[src/rtl/display_480p_pkg.sv]
// display_480p_pkg: shared constants for the 640x480 @ 60 Hz timing block.
//   - Default VGA timing numbers and the derived totals and sync windows.
//   - Settle FSM state encoding.
//   - Colour-bar lookup used by the optional test pattern.
//     The pattern is built only when DISPLAY_TEST_PATTERN_EN is defined.
package display_480p_pkg;

    localparam int unsigned VGA_CORDW    = 10;
    localparam int unsigned VGA_H_ACTIVE = 640;
    localparam int unsigned VGA_H_FP     = 16;
    localparam int unsigned VGA_H_SYNC   = 96;
    localparam int unsigned VGA_H_BP     = 48;
    localparam int unsigned VGA_V_ACTIVE = 480;
    localparam int unsigned VGA_V_FP     = 10;
    localparam int unsigned VGA_V_SYNC   = 2;
    localparam int unsigned VGA_V_BP     = 33;
    localparam bit          VGA_SYNC_POL = 1'b0;
    localparam int unsigned VGA_SETTLE_CYCLES = 1024;

    localparam int unsigned VGA_H_TOTAL = VGA_H_ACTIVE + VGA_H_FP + VGA_H_SYNC + VGA_H_BP;
    localparam int unsigned VGA_V_TOTAL = VGA_V_ACTIVE + VGA_V_FP + VGA_V_SYNC + VGA_V_BP;
    localparam int unsigned VGA_H_SYNC_START = VGA_H_ACTIVE + VGA_H_FP;
    localparam int unsigned VGA_H_SYNC_END   = VGA_H_SYNC_START + VGA_H_SYNC;
    localparam int unsigned VGA_V_SYNC_START = VGA_V_ACTIVE + VGA_V_FP;
    localparam int unsigned VGA_V_SYNC_END   = VGA_V_SYNC_START + VGA_V_SYNC;

    typedef enum logic [1:0] {
        StWait   = 2'd0,
        StSettle = 2'd1,
        StRun    = 2'd2
    } state_e;

    // Colour bars, {r, g, b} at 2 bits each, indexed left to right across the line.
    localparam int unsigned VGA_BAR_WIDTH = 80;
    localparam logic [7:0][5:0] VGA_BAR_RGB = {
        6'b00_00_00,  // 7 black
        6'b00_00_11,  // 6 blue
        6'b11_00_00,  // 5 red
        6'b11_00_11,  // 4 magenta
        6'b00_11_00,  // 3 green
        6'b00_11_11,  // 2 cyan
        6'b11_11_00,  // 1 yellow
        6'b11_11_11   // 0 white
    };

endpackage

[src/rtl/display_bar_pattern.sv]
// display_bar_pattern: registered 8-bar colour pattern for the active area.
// It is instantiated only when DISPLAY_TEST_PATTERN_EN is defined.
// Ports:
//   clk_i  - pixel clock.
//   rst_ni - asynchronous active-low reset.
//   hc_i   - raw horizontal counter.
//   de_i   - unregistered data enable for hc_i.
//   rgb_o  - {r, g, b} at 2 bits each.
//            It is registered and so aligned with the registered de.
//            It is zero while de is low.
module display_bar_pattern
    import display_480p_pkg::*;
#(
    parameter int unsigned CORDW = VGA_CORDW
) (
    input  logic             clk_i,
    input  logic             rst_ni,
    input  logic [CORDW-1:0] hc_i,
    input  logic             de_i,
    output logic [5:0]       rgb_o
);

    logic [2:0] bar_idx;
    logic [5:0] rgb_d, rgb_q;

    always_comb begin
        // hc < H_ACTIVE whenever de_i is set, so the quotient always fits in 3 bits.
        bar_idx = 3'(hc_i / CORDW'(VGA_BAR_WIDTH));
        rgb_d   = de_i ? VGA_BAR_RGB[bar_idx] : 6'b0;
    end

    always_ff @(posedge clk_i or negedge rst_ni) begin
        if (!rst_ni) begin
            rgb_q <= 6'b0;
        end else begin
            rgb_q <= rgb_d;
        end
    end

    assign rgb_o = rgb_q;

endmodule

[src/rtl/display_timing_480p.sv]
// display_timing_480p: 640x480 @ 60 Hz VGA timing generator in the pixel clock domain.
// It waits for clk_pix_locked to stay high for SETTLE_CYCLES consecutive cycles.
// It then runs the raster counters.
// Any lock loss drops it back to idle.
// Ports:
//   clk_pix        - pixel clock.
//   rst_n          - asynchronous active-low reset.
//   clk_pix_locked - lock flag, already synchronous to clk_pix.
//   running        - high while timing is being generated.
//   hsync, vsync   - sync outputs; SYNC_POL gives the active level.
//   de             - data enable, high in the active area.
//   sx, sy         - screen position.
//   frame          - strobe at position (0,0).
//   line           - strobe at sx == 0.
//   vga_r/g/b      - colour-bar test pattern.
//                    These ports exist only when DISPLAY_TEST_PATTERN_EN is defined.
// All outputs are registered, one cycle behind the raw counters, and mutually aligned.
module display_timing_480p
    import display_480p_pkg::*;
#(
    parameter int unsigned CORDW         = VGA_CORDW,
    parameter int unsigned H_ACTIVE      = VGA_H_ACTIVE,
    parameter int unsigned H_FP          = VGA_H_FP,
    parameter int unsigned H_SYNC        = VGA_H_SYNC,
    parameter int unsigned H_BP          = VGA_H_BP,
    parameter int unsigned V_ACTIVE      = VGA_V_ACTIVE,
    parameter int unsigned V_FP          = VGA_V_FP,
    parameter int unsigned V_SYNC        = VGA_V_SYNC,
    parameter int unsigned V_BP          = VGA_V_BP,
    parameter bit          SYNC_POL      = VGA_SYNC_POL,
    parameter int unsigned SETTLE_CYCLES = VGA_SETTLE_CYCLES
) (
    input  logic             clk_pix,
    input  logic             rst_n,
    input  logic             clk_pix_locked,
    output logic             running,
    output logic             hsync,
    output logic             vsync,
    output logic             de,
    output logic [CORDW-1:0] sx,
    output logic [CORDW-1:0] sy,
    output logic             frame,
    output logic             line
`ifdef DISPLAY_TEST_PATTERN_EN
    ,
    output logic [1:0]       vga_r,
    output logic [1:0]       vga_g,
    output logic [1:0]       vga_b
`endif
);

    localparam int unsigned H_TOTAL = H_ACTIVE + H_FP + H_SYNC + H_BP;
    localparam int unsigned V_TOTAL = V_ACTIVE + V_FP + V_SYNC + V_BP;

    localparam logic [CORDW-1:0] HMax   = CORDW'(H_TOTAL - 1);
    localparam logic [CORDW-1:0] VMax   = CORDW'(V_TOTAL - 1);
    localparam logic [CORDW-1:0] HAct   = CORDW'(H_ACTIVE);
    localparam logic [CORDW-1:0] VAct   = CORDW'(V_ACTIVE);
    localparam logic [CORDW-1:0] HsStart = CORDW'(H_ACTIVE + H_FP);
    localparam logic [CORDW-1:0] HsEnd   = CORDW'(H_ACTIVE + H_FP + H_SYNC);
    localparam logic [CORDW-1:0] VsStart = CORDW'(V_ACTIVE + V_FP);
    localparam logic [CORDW-1:0] VsEnd   = CORDW'(V_ACTIVE + V_FP + V_SYNC);

    localparam int unsigned SW = $clog2(SETTLE_CYCLES + 1);
    localparam logic [SW-1:0] SettleMax = SW'(SETTLE_CYCLES);

    state_e           state_q, state_d;
    logic [SW-1:0]    settle_q, settle_d;
    logic [CORDW-1:0] hc_q, hc_d, vc_q, vc_d;
    logic             in_run;
    logic             de_d, hsync_d, vsync_d, frame_d, line_d;
    logic             running_q, hsync_q, vsync_q, de_q, frame_q, line_q;
    logic [CORDW-1:0] sx_q, sy_q;

    // Settle FSM.
    // The counter holds how many consecutive locked edges have been seen.
    always_comb begin
        state_d  = state_q;
        settle_d = settle_q;
        unique case (state_q)
            StWait: begin
                if (clk_pix_locked) begin
                    state_d  = StSettle;
                    settle_d = SW'(1);
                end
            end
            StSettle: begin
                if (!clk_pix_locked) begin
                    state_d  = StWait;
                    settle_d = '0;
                end else if (settle_q == SettleMax) begin
                    state_d  = StRun;
                    settle_d = '0;
                end else begin
                    settle_d = settle_q + SW'(1);
                end
            end
            StRun: begin
                if (!clk_pix_locked) state_d = StWait;
            end
            default: begin
                state_d  = StWait;
                settle_d = '0;
            end
        endcase
    end

    // Raw raster counters.
    // They are held at zero outside RUN, so the first RUN cycle starts at (0,0).
    always_comb begin
        hc_d = '0;
        vc_d = '0;
        if (state_q == StRun && clk_pix_locked) begin
            vc_d = vc_q;
            if (hc_q == HMax) begin
                hc_d = '0;
                vc_d = (vc_q == VMax) ? '0 : vc_q + CORDW'(1);
            end else begin
                hc_d = hc_q + CORDW'(1);
            end
        end
    end

    // Output decode.
    // Counters are zero outside RUN, so strobes must also be gated by in_run.
    always_comb begin
        in_run  = (state_q == StRun);
        de_d    = in_run && (hc_q < HAct) && (vc_q < VAct);
        hsync_d = (in_run && hc_q >= HsStart && hc_q < HsEnd) ? SYNC_POL : ~SYNC_POL;
        vsync_d = (in_run && vc_q >= VsStart && vc_q < VsEnd) ? SYNC_POL : ~SYNC_POL;
        frame_d = in_run && (hc_q == '0) && (vc_q == '0);
        line_d  = in_run && (hc_q == '0);
    end

    always_ff @(posedge clk_pix or negedge rst_n) begin
        if (!rst_n) begin
            state_q   <= StWait;
            settle_q  <= '0;
            hc_q      <= '0;
            vc_q      <= '0;
            running_q <= 1'b0;
            hsync_q   <= ~SYNC_POL;
            vsync_q   <= ~SYNC_POL;
            de_q      <= 1'b0;
            sx_q      <= '0;
            sy_q      <= '0;
            frame_q   <= 1'b0;
            line_q    <= 1'b0;
        end else begin
            state_q   <= state_d;
            settle_q  <= settle_d;
            hc_q      <= hc_d;
            vc_q      <= vc_d;
            running_q <= in_run;
            hsync_q   <= hsync_d;
            vsync_q   <= vsync_d;
            de_q      <= de_d;
            sx_q      <= hc_q;
            sy_q      <= vc_q;
            frame_q   <= frame_d;
            line_q    <= line_d;
        end
    end

    assign running = running_q;
    assign hsync   = hsync_q;
    assign vsync   = vsync_q;
    assign de      = de_q;
    assign sx      = sx_q;
    assign sy      = sy_q;
    assign frame   = frame_q;
    assign line    = line_q;

`ifdef DISPLAY_TEST_PATTERN_EN
    logic [5:0] rgb;

    display_bar_pattern #(
        .CORDW (CORDW)
    ) u_bar_pattern (
        .clk_i  (clk_pix),
        .rst_ni (rst_n),
        .hc_i   (hc_q),
        .de_i   (de_d),
        .rgb_o  (rgb)
    );

    assign vga_r = rgb[5:4];
    assign vga_g = rgb[3:2];
    assign vga_b = rgb[1:0];
`endif

endmodule

[config.mk]
export PLATFORM = sky130hd
export DESIGN_NAME = display_timing_480p
export DESIGN_NICKNAME = d
export VERILOG_FILES = /design/src/rtl/display_480p_pkg.sv /design/src/rtl/display_bar_pattern.sv /design/src/rtl/display_timing_480p.sv
export SDC_FILE = /design/constraint.sdc
export NUM_CORES = 1
export LEC_CHECK = 0
export CORE_UTILIZATION = 55
export CTS_CLUSTER_DIAMETER = 50
export DETAILED_ROUTE_END_ITERATION = 8
export DONT_BUFFER_PORTS = 1
export PLACE_DENSITY = 0.78
export SLEW_MARGIN = 20
export SYNTH_ARGS = -nofsm -noshare
export SYNTH_HDL_FRONTEND = slang
export SYNTH_HIERARCHICAL = 1
export SYNTH_SLANG_ARGS = --single-unit
[constraint.sdc]
create_clock -name clk_pix -period 1.6 [get_ports clk_pix]
set_clock_uncertainty 0.05 [all_clocks]
set_input_delay 0.32 -clock clk_pix [delete_from_list [all_inputs] [get_ports clk_pix]]
set_output_delay 0.32 -clock clk_pix [all_outputs]
set_load 0.02 [all_outputs]
==> flow_metrics.env, run 1 <==
export IMPL_post_route_period_util_pct=104
export IMPL_fin_setup_tns_ns=-0.155
export IMPL_synthTopCellsByArea="dfrtp_1, ha_1, nor2_1"
export IMPL_overflow=0
export IMPL_hpwl_um=3960
export IMPL_chipWidth_um=71.3
export IMPL_syn_inst=231
export IMPL_fillerInstances=243
export IMPL_violations="DRC, hold timing, setup timing"
export IMPL_die_h_um=71.3
export IMPL_vias_per_cell=6.05
export IMPL_worstPathMaxFanout=6
export IMPL_holdWs_ns=-0.386
export IMPL_r2r_start="hc_q[1]"
export IMPL_synthArstFlopShare_pct=100
export IMPL_drt_wl_total_um=6290
export IMPL_p_int_w=0.00243
export IMPL_r2r_end="vc_q[9]"
export IMPL_cp_end_kind="flop"
export IMPL_final_nets=303
export IMPL_coreArea_mm2=0.00447
export IMPL_setup_violations=7
export IMPL_seqCellArea_mm2=0.00148
export IMPL_slew_headroom_pct=74.1
export IMPL_synth_seq_cells=59
export IMPL_clkPwrFrac_pct=47.3
export IMPL_antenna_left=0
export IMPL_drv_slew=0
export IMPL_grt_util_all_layers_pct=26.0
export IMPL_rsz0062_at_grt="true"
export IMPL_htree_num_levels=3
export IMPL_pwr_share_comb_pct=3.9
export IMPL_drive_above_1_share_pct=37.8
export IMPL_yosysMostFrequentCell="dfrtp_1"
export IMPL_switchingPower_w=0.000654
export IMPL_grt_max_degree=60
export IMPL_gp_congestion=0.907
export IMPL_diodes=0
export IMPL_insertion_delay_ns=0.35
export IMPL_cts_sinks=59
export IMPL_ys_seq_area_share_pct=56.0
export IMPL_worstPathRequired_ns=1.78
export IMPL_cts_root_buf="clkbuf_8"
export IMPL_cts_tree="built"
export IMPL_cts_made_buffers=9
export IMPL_reg2reg_slack_ns=-0.06
export IMPL_numPortBuffers=0
export IMPL_yosysTopAreaCell="dfrtp_1"
export IMPL_layout_min_cycle_time_ns=1.66
export IMPL_avgSynthCellArea_um2=11.4
export IMPL_start_util_pct=59.1
export IMPL_grt_pass1_wl_um=9760
export IMPL_ys_flop_type="dfrtp_1"
export IMPL_worstPathArrival_ns=1.84
export IMPL_vdd_drop_max_mv=0.709
export IMPL_area_delta_synth_final_pct=32.9
export IMPL_vias=2122
export IMPL_critPathKind="reg -> reg"
export IMPL_crit_path_start_kind="flop"
export IMPL_p_leak_nw=1.59
export IMPL_rows=24
export IMPL_hold_violations=59
export IMPL_drc=1
export IMPL_post_drt_wl_per_cell_um=17.9
export IMPL_antenna_found_initial=0
export IMPL_ys_types=59
export IMPL_synthTopCellsByCount="dfrtp_1, nor2_1, inv_1"
export IMPL_clock_fmax_mhz=602
export IMPL_drv_cap=0
export IMPL_syn_cell_area_mm2=0.00264
export IMPL_reg2reg_depth=5
export IMPL_synth_edf_count=0
export IMPL_seqPwrFrac_pct=48.8
export IMPL_hp_class="in -> async"
export IMPL_utilization_pct=78.5
export IMPL_yosys_warnings=6
export IMPL_multi_input_area_mm2=0.00129
export IMPL_first_iter_violations=213
export IMPL_power_density_mw_per_mm2=880
export IMPL_post_place_ws_ns=-0.102
export IMPL_clockBufferDepth=2
export IMPL_clk_pin_slew_ns=0.07
export IMPL_ioPinCount=29
export IMPL_dieArea_mm2=0.00509
export IMPL_firstDrtPassIters=7
export IMPL_netlist_area_leader_share_pct=54.0
export IMPL_status="finished with violations"
export IMPL_fin_ws_ns=-0.0605
export IMPL_worst_pin_slew_ns=0.387
export IMPL_power_total_w=0.00309
export IMPL_first_global_vias=2085
export IMPL_syn_num_nets=240
export IMPL_switching_share_pct=21.2
==> layout by cell type, fill, tap and decap left out, types with 3 or more instances in the layout <==
master	count
inv_1	12
a31oi_1	6
nand4_1	9
a22o_1	4
nand2b_1	3
clkbuf_8	9
dfrtp_1	56
and2_1	4
nand2_1	11
xor2_1	5
nand3_1	6
inv_2	4
o21ai_1	7
nor2_1	16
o21ai_0	3
ha_4	3
a21oi_1	8
buf_4	53
nor3_1	4
==> state kept, by name (all words and copies together) (netlist names) <==
name	cells
running	1
sx	10
vc_q	10
hc_q	10
vsync	1
line	1
frame	1
sy	10
hsync	1
settle_q	11
state_q	2
de	1
==> stage by stage <==
stage	area (µm²)	cells
floorplan	2640	231
global placement	3040	327
detailed placement	3040	327
CTS	3340	347
global route	3510	351
finish	3510	351
==> final cells by class <==
class | count | area share, %
Multi-Input combinational cell | 154 | 36.7
Clock inverter | 5 | 2.21
Sequential cell | 59 | 42.1
Tap cell | 52 | 1.85
Inverter | 16 | 1.71
Clock buffer | 11 | 3.74
Timing Repair Buffer | 54 | 11.6
==> worst max-delay path by stage <==
stage | startpoint | end | slack [ns] | cells after the start
2_1_floorplan | hc_q[0] | vc_q[6] | 0.006 | 5
3_3_place_gp | settle_q[0] | settle_q[5] | -0.04 | 6
3_5_place_dp | settle_q[0] | settle_q[10] | -0.10 | 6
4_1_cts | settle_q[1] | settle_q[5] | -0.03 | 6
5_1_grt | hc_q[1] | vc_q[9] | -0.11 | 5
6_report | hc_q[1] | vc_q[9] | -0.06 | 5
==> timing repair <==
action | in CTS | in global routing
resized for setup | 9 | 33
pin swaps | 5 | 22
setup buffers | 4 | 4
endpoints found under the hold margin | 59 | 59
endpoints found under the setup margin | 10 | 18
gates cloned | 0 | 0
==> power by group through the flow <==
stage / Clock, W / Combinational [W] / Sequential, W
6_report: 0.00146 / 0.000121 / 0.00151
5_1_grt: 0.00153 / 0.000129 / 0.00151
4_1_cts: 0.00147 / 0.000103 / 0.00151
3_5_place_dp: 0 / 0.0000893 / 0.00153
3_3_place_gp: 0 / 0.0000877 / 0.00153
2_1_floorplan: 0 / 0.0000487 / 0.00154
==> kinds of logic (layout without fill, tap and decap cells) <==
kind of cell | Yosys count | in the layout | synth area share (%)
flops | 59 | 59 | 56.0
compound gates | 52 | 52 | 15.5
xor+xnor | 7 | 7 | 2.32
simple gates | 88 | 88 | 20.4
fa+ha+maj | 6 | 6 | 2.84
buf+inv | 18 | 86 | 2.65
mux | 1 | 1 | 0.379
==> worst max-delay path: stages, from the launching register on <==
cell	delay [ns]
dfrtp_1	0.42
ha_4	0.18
nand3_4	0.10
o31ai_4	0.42
o21ai_1	0.14
a22o_1	0.23
==> per-layer routing <==
metal,track usage [%],vias up,part of all wire (%)
met4,11.8,0,3.5
met3,8.02,24,6.1
met2,40.6,88,49
met1,33.4,1043,41
li1,-,967,-
met5,0,-,0
(Power assumes the default switching activity.)
==> run 2, diff against run 1 <==
--- a/config.mk
+++ b/config.mk
@@ -10,6 +10,7 @@
 export DETAILED_ROUTE_END_ITERATION = 8
 export DONT_BUFFER_PORTS = 1
 export PLACE_DENSITY = 0.78
+export SKIP_CTS_REPAIR_TIMING = 1
 export SLEW_MARGIN = 20
 export SYNTH_ARGS = -nofsm -noshare
 export SYNTH_HDL_FRONTEND = slang
==> run 2 against run 1 <==
The run still ends with DRC, hold timing, setup timing left. Critical path depth did not move. Clock-buffer cell count is the same. Via count about the same. Register-to-register slack gained 0.03 ns. Clock power about the same. Maximum frequency grew 1.9%. Sequential share of layout area is 0.17 points higher. Combinational power hardly changed. First-iteration DRC count up 22%. Final area fell by 0.39%. Flip-flop and latch count unchanged. Setup slack improved by 0.031 ns. Critical endpoint unchanged.
==> flow_metrics.env, run 2 (synthesis gave the netlist of run 1 again) <==
export IMPL_slew_headroom_pct=71.1
export IMPL_cts_sinks=59
export IMPL_power_density_mw_per_mm2=881
export IMPL_reg2reg_slack_ns=-0.03
export IMPL_antenna_found_initial=0
export IMPL_worstPathRequired_ns=1.78
export IMPL_first_iter_violations=260
export IMPL_pwr_share_comb_pct=3.9
export IMPL_post_drt_wl_per_cell_um=18.1
export IMPL_layout_min_cycle_time_ns=1.63
export IMPL_cp_slowest_cell="dfrtp_1"
export IMPL_numPortBuffers=0
export IMPL_grt_pass1_wl_um=9490
export IMPL_regMostFlops="settle_q"
export IMPL_gp_congestion=0.907
export IMPL_clk_pin_slew_ns=0.07
export IMPL_drc=1
export IMPL_fin_setup_tns_ns=-0.136
export IMPL_p_int_w=0.00243
export IMPL_power_total_w=0.00308
export IMPL_hold_violations=59
export IMPL_final_nets=302
export IMPL_chipWidth_um=71.3
export IMPL_crit_path_start_kind="flop"
export IMPL_drv_cap=0
export IMPL_dp_cells=327
export IMPL_hpwl_um=3960
export IMPL_fin_ws_ns=-0.0299
export IMPL_insertion_delay_ns=0.34
export IMPL_crit_path_cell_trace="ha_4, nand3_4, o31ai_4, o21ai_1, a22o_1"
export IMPL_ioPinCount=29
export IMPL_p_leak_nw=1.58
export IMPL_cts_tree="built"
export IMPL_cts_root_buf="clkbuf_8"
export IMPL_rsz0062_at_grt="true"
export IMPL_post_route_period_util_pct=102
export IMPL_clockBufferDepth=2
export IMPL_cts_made_buffers=9
export IMPL_drive_above_1_share_pct=36.9
export IMPL_vias_per_cell=6.07
export IMPL_htree_num_levels=3
export IMPL_diodes=0
export IMPL_firstDrtPassIters=6
export IMPL_start_util_pct=59.1
export IMPL_seqCellArea_mm2=0.00148
export IMPL_fillerInstances=244
export IMPL_final_cell_mix="dfrtp_1, buf_4, nor2_1"
export IMPL_switchingPower_w=0.000649
export IMPL_rows=24
export IMPL_status="finished with violations"
export IMPL_clock_fmax_mhz=614
export IMPL_fin_cells=350
export IMPL_critPathKind="reg -> reg"
export IMPL_first_global_vias=2001
export IMPL_vdd_drop_max_mv=0.709
export IMPL_dieArea_mm2=0.00509
export IMPL_layout_commonest_cell="dfrtp_1"
export IMPL_drt_wl_total_um=6330
export IMPL_holdWs_ns=-0.382
export IMPL_area_delta_synth_final_pct=32.4
export IMPL_drv_slew=0
export IMPL_seqPwrFrac_pct=48.9
export IMPL_switching_share_pct=21.1
export IMPL_cp_end_kind="flop"
export IMPL_critPathMaxStageDelay_ns=0.41
export IMPL_grt_max_degree=60
export IMPL_violations="DRC, hold timing, setup timing"
export IMPL_worst_pin_slew_ns=0.432
export IMPL_hp_class="in -> async"
export IMPL_multi_input_area_mm2=0.00129
export IMPL_vias=2123
export IMPL_worstPathArrival_ns=1.81
export IMPL_coreArea_mm2=0.00447
export IMPL_setup_violations=9
export IMPL_grt_util_all_layers_pct=25.1
export IMPL_overflow=0
export IMPL_clkPwrFrac_pct=47.2
export IMPL_worstPathMaxFanout=6
export IMPL_die_h_um=71.3
export IMPL_largest_register_ffs=11
export IMPL_antenna_left=0
run 2: critical path: cells and delay by family (launching register included):
family / cells / cell delay [ns]
AO/OA/AOI/OAI: 3 / 0.77
flip-flops: 1 / 0.41
adder cells (fa/ha/maj): 1 / 0.18
AND/OR/NAND/NOR: 1 / 0.10
run 2: layout make-up:
cell class / instances / share of cell area, %
repair buffers: 52 / 11.3
flip-flops and latches: 59 / 42.3
clock buffers: 11 / 3.76
multi-input cells: 155 / 36.9
clock inverters: 5 / 2.22
inverters: 16 / 1.72
well taps: 52 / 1.86
run 2: power by group through the flow:
stage	combinational, W	sequential [W]	clock (W)
after floorplan	0.0000487	0.00154	0
after global placement	0.0000877	0.00153	0
after detailed placement	0.0000893	0.00153	0
after CTS	0.0000901	0.00151	0.00147
after global routing	0.000131	0.00151	0.00153
final	0.000121	0.00151	0.00145
run 2: per-layer routing:
layer  track usage [%]  up-vias  share of wire [%]
met4              10.9        0                2.3
met3              7.74       14                5.1
met1              33.0     1046                 44
li1                  -      981                  -
met5                 0        -                  0
met2              38.8       82                 48
run 2: through the flow:
step                worst slack [ns]  util [%]  area [µm²]
floorplan                    0.00642         -        2640
global placement             -0.0373      68.0        3040
detailed placement            -0.102      68.0        3040
CTS                           -0.116      72.7        3250
global route                  -0.103      78.2        3500
finish                       -0.0299      78.2        3500
run 2: final timing paths:
check | start | to | cells after the start
setup / recovery | hc_q[0] | vc_q[9] | 5
hold / removal | rst_n | settle_q[5] | 0
setup reg to reg | hc_q[0] | vc_q[9] | 5
hold reg to reg | vc_q[1] | sy[1] | 0
max in group asynchronous | rst_n | hsync | 0
min in group clk_pix | clk_pix_locked | state_q[1] | 1
==> run 3, diff against run 2 <==
--- a/config.mk
+++ b/config.mk
@@ -10,6 +10,7 @@
 export DETAILED_ROUTE_END_ITERATION = 8
 export DONT_BUFFER_PORTS = 1
 export PLACE_DENSITY = 0.78
+export SETUP_SLACK_MARGIN = 0.5
 export SKIP_CTS_REPAIR_TIMING = 1
 export SLEW_MARGIN = 20
 export SYNTH_ARGS = -nofsm -noshare
==> run 3 against run 2 <==
The flow still finishes with violations (DRC, hold timing, setup timing). Critical path depth is the same. Power is 7.7% higher. Routed wire length rose by 12%. Global-route usage grew 0.33 points. Die area stayed put. Via count increased by 2.5%.
==> flow_metrics.env, run 3 (synthesis gave the netlist of run 1 again) <==
export IMPL_rows=24
export IMPL_hp_class="in -> async"
export IMPL_coreArea_mm2=0.00447
export IMPL_holdWs_ns=-0.385
export IMPL_antenna_found_initial=0
export IMPL_firstDrtPassIters=6
export IMPL_drt_wl_total_um=7090
export IMPL_fillerInstances=224
export IMPL_pwr_share_comb_pct=3.4
export IMPL_area_delta_synth_final_pct=38.4
export IMPL_fin_cells=341
export IMPL_seqPwrFrac_pct=45.6
export IMPL_hpwl_um=3740
export IMPL_crit_path_cell_trace="nand4b_1, o31a_1, buf_4, buf_6, and2_4"
export IMPL_grt_max_degree=60
export IMPL_worstPathArrival_ns=1.90
export IMPL_switchingPower_w=0.000717
export IMPL_overflow=0
export IMPL_vdd_drop_max_mv=0.746
export IMPL_cp_slowest_cell="o31a_1"
export IMPL_first_iter_violations=256
export IMPL_critPathMaxStageDelay_ns=0.45
export IMPL_vias=2176
export IMPL_regMostFlops="settle_q"
export IMPL_diodes=0
export IMPL_crit_path_start_kind="flop"
export IMPL_layout_commonest_cell="dfrtp_1"
export IMPL_status="finished with violations"
export IMPL_die_h_um=71.3
export IMPL_post_place_ws_ns=-0.113
export IMPL_fin_ws_ns=-0.110
export IMPL_drv_slew=0
export IMPL_largest_register_ffs=11
export IMPL_first_global_vias=2046
export IMPL_clkPwrFrac_pct=51.0
export IMPL_insertion_delay_ns=0.34
export IMPL_drc=2
export IMPL_cts_root_buf="clkbuf_8"
export IMPL_final_cell_mix="dfrtp_1, buf_4, dfrtp_2"
export IMPL_htree_num_levels=3
export IMPL_drv_cap=0
export IMPL_cts_sinks=59
export IMPL_grt_pass1_wl_um=9670
export IMPL_cts_made_buffers=9
export IMPL_vias_per_cell=6.38
export IMPL_p_int_w=0.00260
export IMPL_final_nets=293
export IMPL_worstPathMaxFanout=4
export IMPL_p_leak_nw=1.60
export IMPL_dp_cells=309
export IMPL_clk_pin_slew_ns=0.07
export IMPL_switching_share_pct=21.6
export IMPL_violations="DRC, hold timing, setup timing"
export IMPL_post_route_period_util_pct=107
export IMPL_fin_setup_tns_ns=-0.602
export IMPL_gp_congestion=0.854
export IMPL_antenna_left=0
export IMPL_dieArea_mm2=0.00509
export IMPL_setup_violations=14
export IMPL_start_util_pct=59.1
export IMPL_worstPathRequired_ns=1.79
export IMPL_crit_family="simple AND/OR/NAND/NOR gates"
export IMPL_clockBufferDepth=2
export IMPL_cp_end_kind="flop"
export IMPL_worst_pin_slew_ns=0.493
export IMPL_chipWidth_um=71.3
export IMPL_drive_above_1_share_pct=49.1
export IMPL_slew_headroom_pct=67.0
export IMPL_ioPinCount=29
export IMPL_power_density_mw_per_mm2=907
export IMPL_clock_fmax_mhz=585
export IMPL_rsz0062_at_grt="true"
export IMPL_critPathKind="reg -> reg"
export IMPL_hold_violations=59
export IMPL_layout_min_cycle_time_ns=1.71
export IMPL_crit_buf_inv=2
export IMPL_post_drt_wl_per_cell_um=20.8
export IMPL_cts_tree="built"
export IMPL_grt_util_all_layers_pct=25.5
export IMPL_numPortBuffers=0
==> run 3: cell type report <==
| class | instances | area, µm² | share of cell area, % |
|---|---|---|---|
| Clock buffer | 9 | 124 | 3.39 |
| Clock inverter | 7 | 124 | 3.39 |
| Inverter | 16 | 65.1 | 1.78 |
| Multi-Input combinational cell | 155 | 1380 | 37.8 |
| Sequential cell | 59 | 1510 | 41.2 |
| Tap cell | 52 | 65.1 | 1.78 |
| Timing Repair Buffer | 43 | 392 | 10.7 |
==> run 3: path summary, 6_finish.rpt <==
kind / start / to / slack [ns] / depth (start not counted)
min in group clk_pix: clk_pix_locked / state_q[1] / 0.05 / 1
hold / removal: rst_n / settle_q[4] / -0.39 / 0
max in group asynchronous: rst_n / vsync / 1.70 / 0
setup / recovery: hc_q[6] / hc_q[1] / -0.11 / 5
hold reg to reg: hc_q[6] / sx[6] / 0.48 / 1
setup reg to reg: hc_q[6] / hc_q[1] / -0.11 / 5
==> run 3: through the flow <==
stage	utilization, %	total power, W	instance area [µm²]	hold slack (ns)
after floorplan	-	0.00159	2730	-0.0256
after global placement	66.9	0.00160	3000	-0.0241
after detailed placement	66.9	0.00161	3000	-0.0240
after CTS	72.5	0.00329	3240	-0.394
after global routing	81.8	0.00343	3660	-0.413
final	81.8	0.00332	3660	-0.385
==> run 3: per-layer routing <==
layer  global-route usage (%)  wire length (µm)  vias up
li1                         -                 -      954
met1                     31.9              2810     1110
met2                     38.2              3630       93
met3                     8.30               499       19
met4                     16.2               151        0
met5                        0                 0        -
==> run 3: worst reg2reg max path, cell delays in order (launching register included) <==
cell      delay, ns
dfrtp_1        0.38
nand4b_1       0.33
o31a_1         0.45
buf_4          0.17
buf_6          0.10
and2_4         0.12
==> run 3: power groups by stage <==
| stage | Combinational [W] | Clock (W) | Sequential (W) |
|---|---|---|---|
| 2_1_floorplan | 0.0000570 | 0 | 0.00154 |
| 3_3_place_gp | 0.0000657 | 0 | 0.00154 |
| 3_5_place_dp | 0.0000675 | 0 | 0.00154 |
| 4_1_cts | 0.0000688 | 0.00171 | 0.00151 |
| 5_1_grt | 0.000121 | 0.00179 | 0.00151 |
| 6_report | 0.000114 | 0.00169 | 0.00151 |
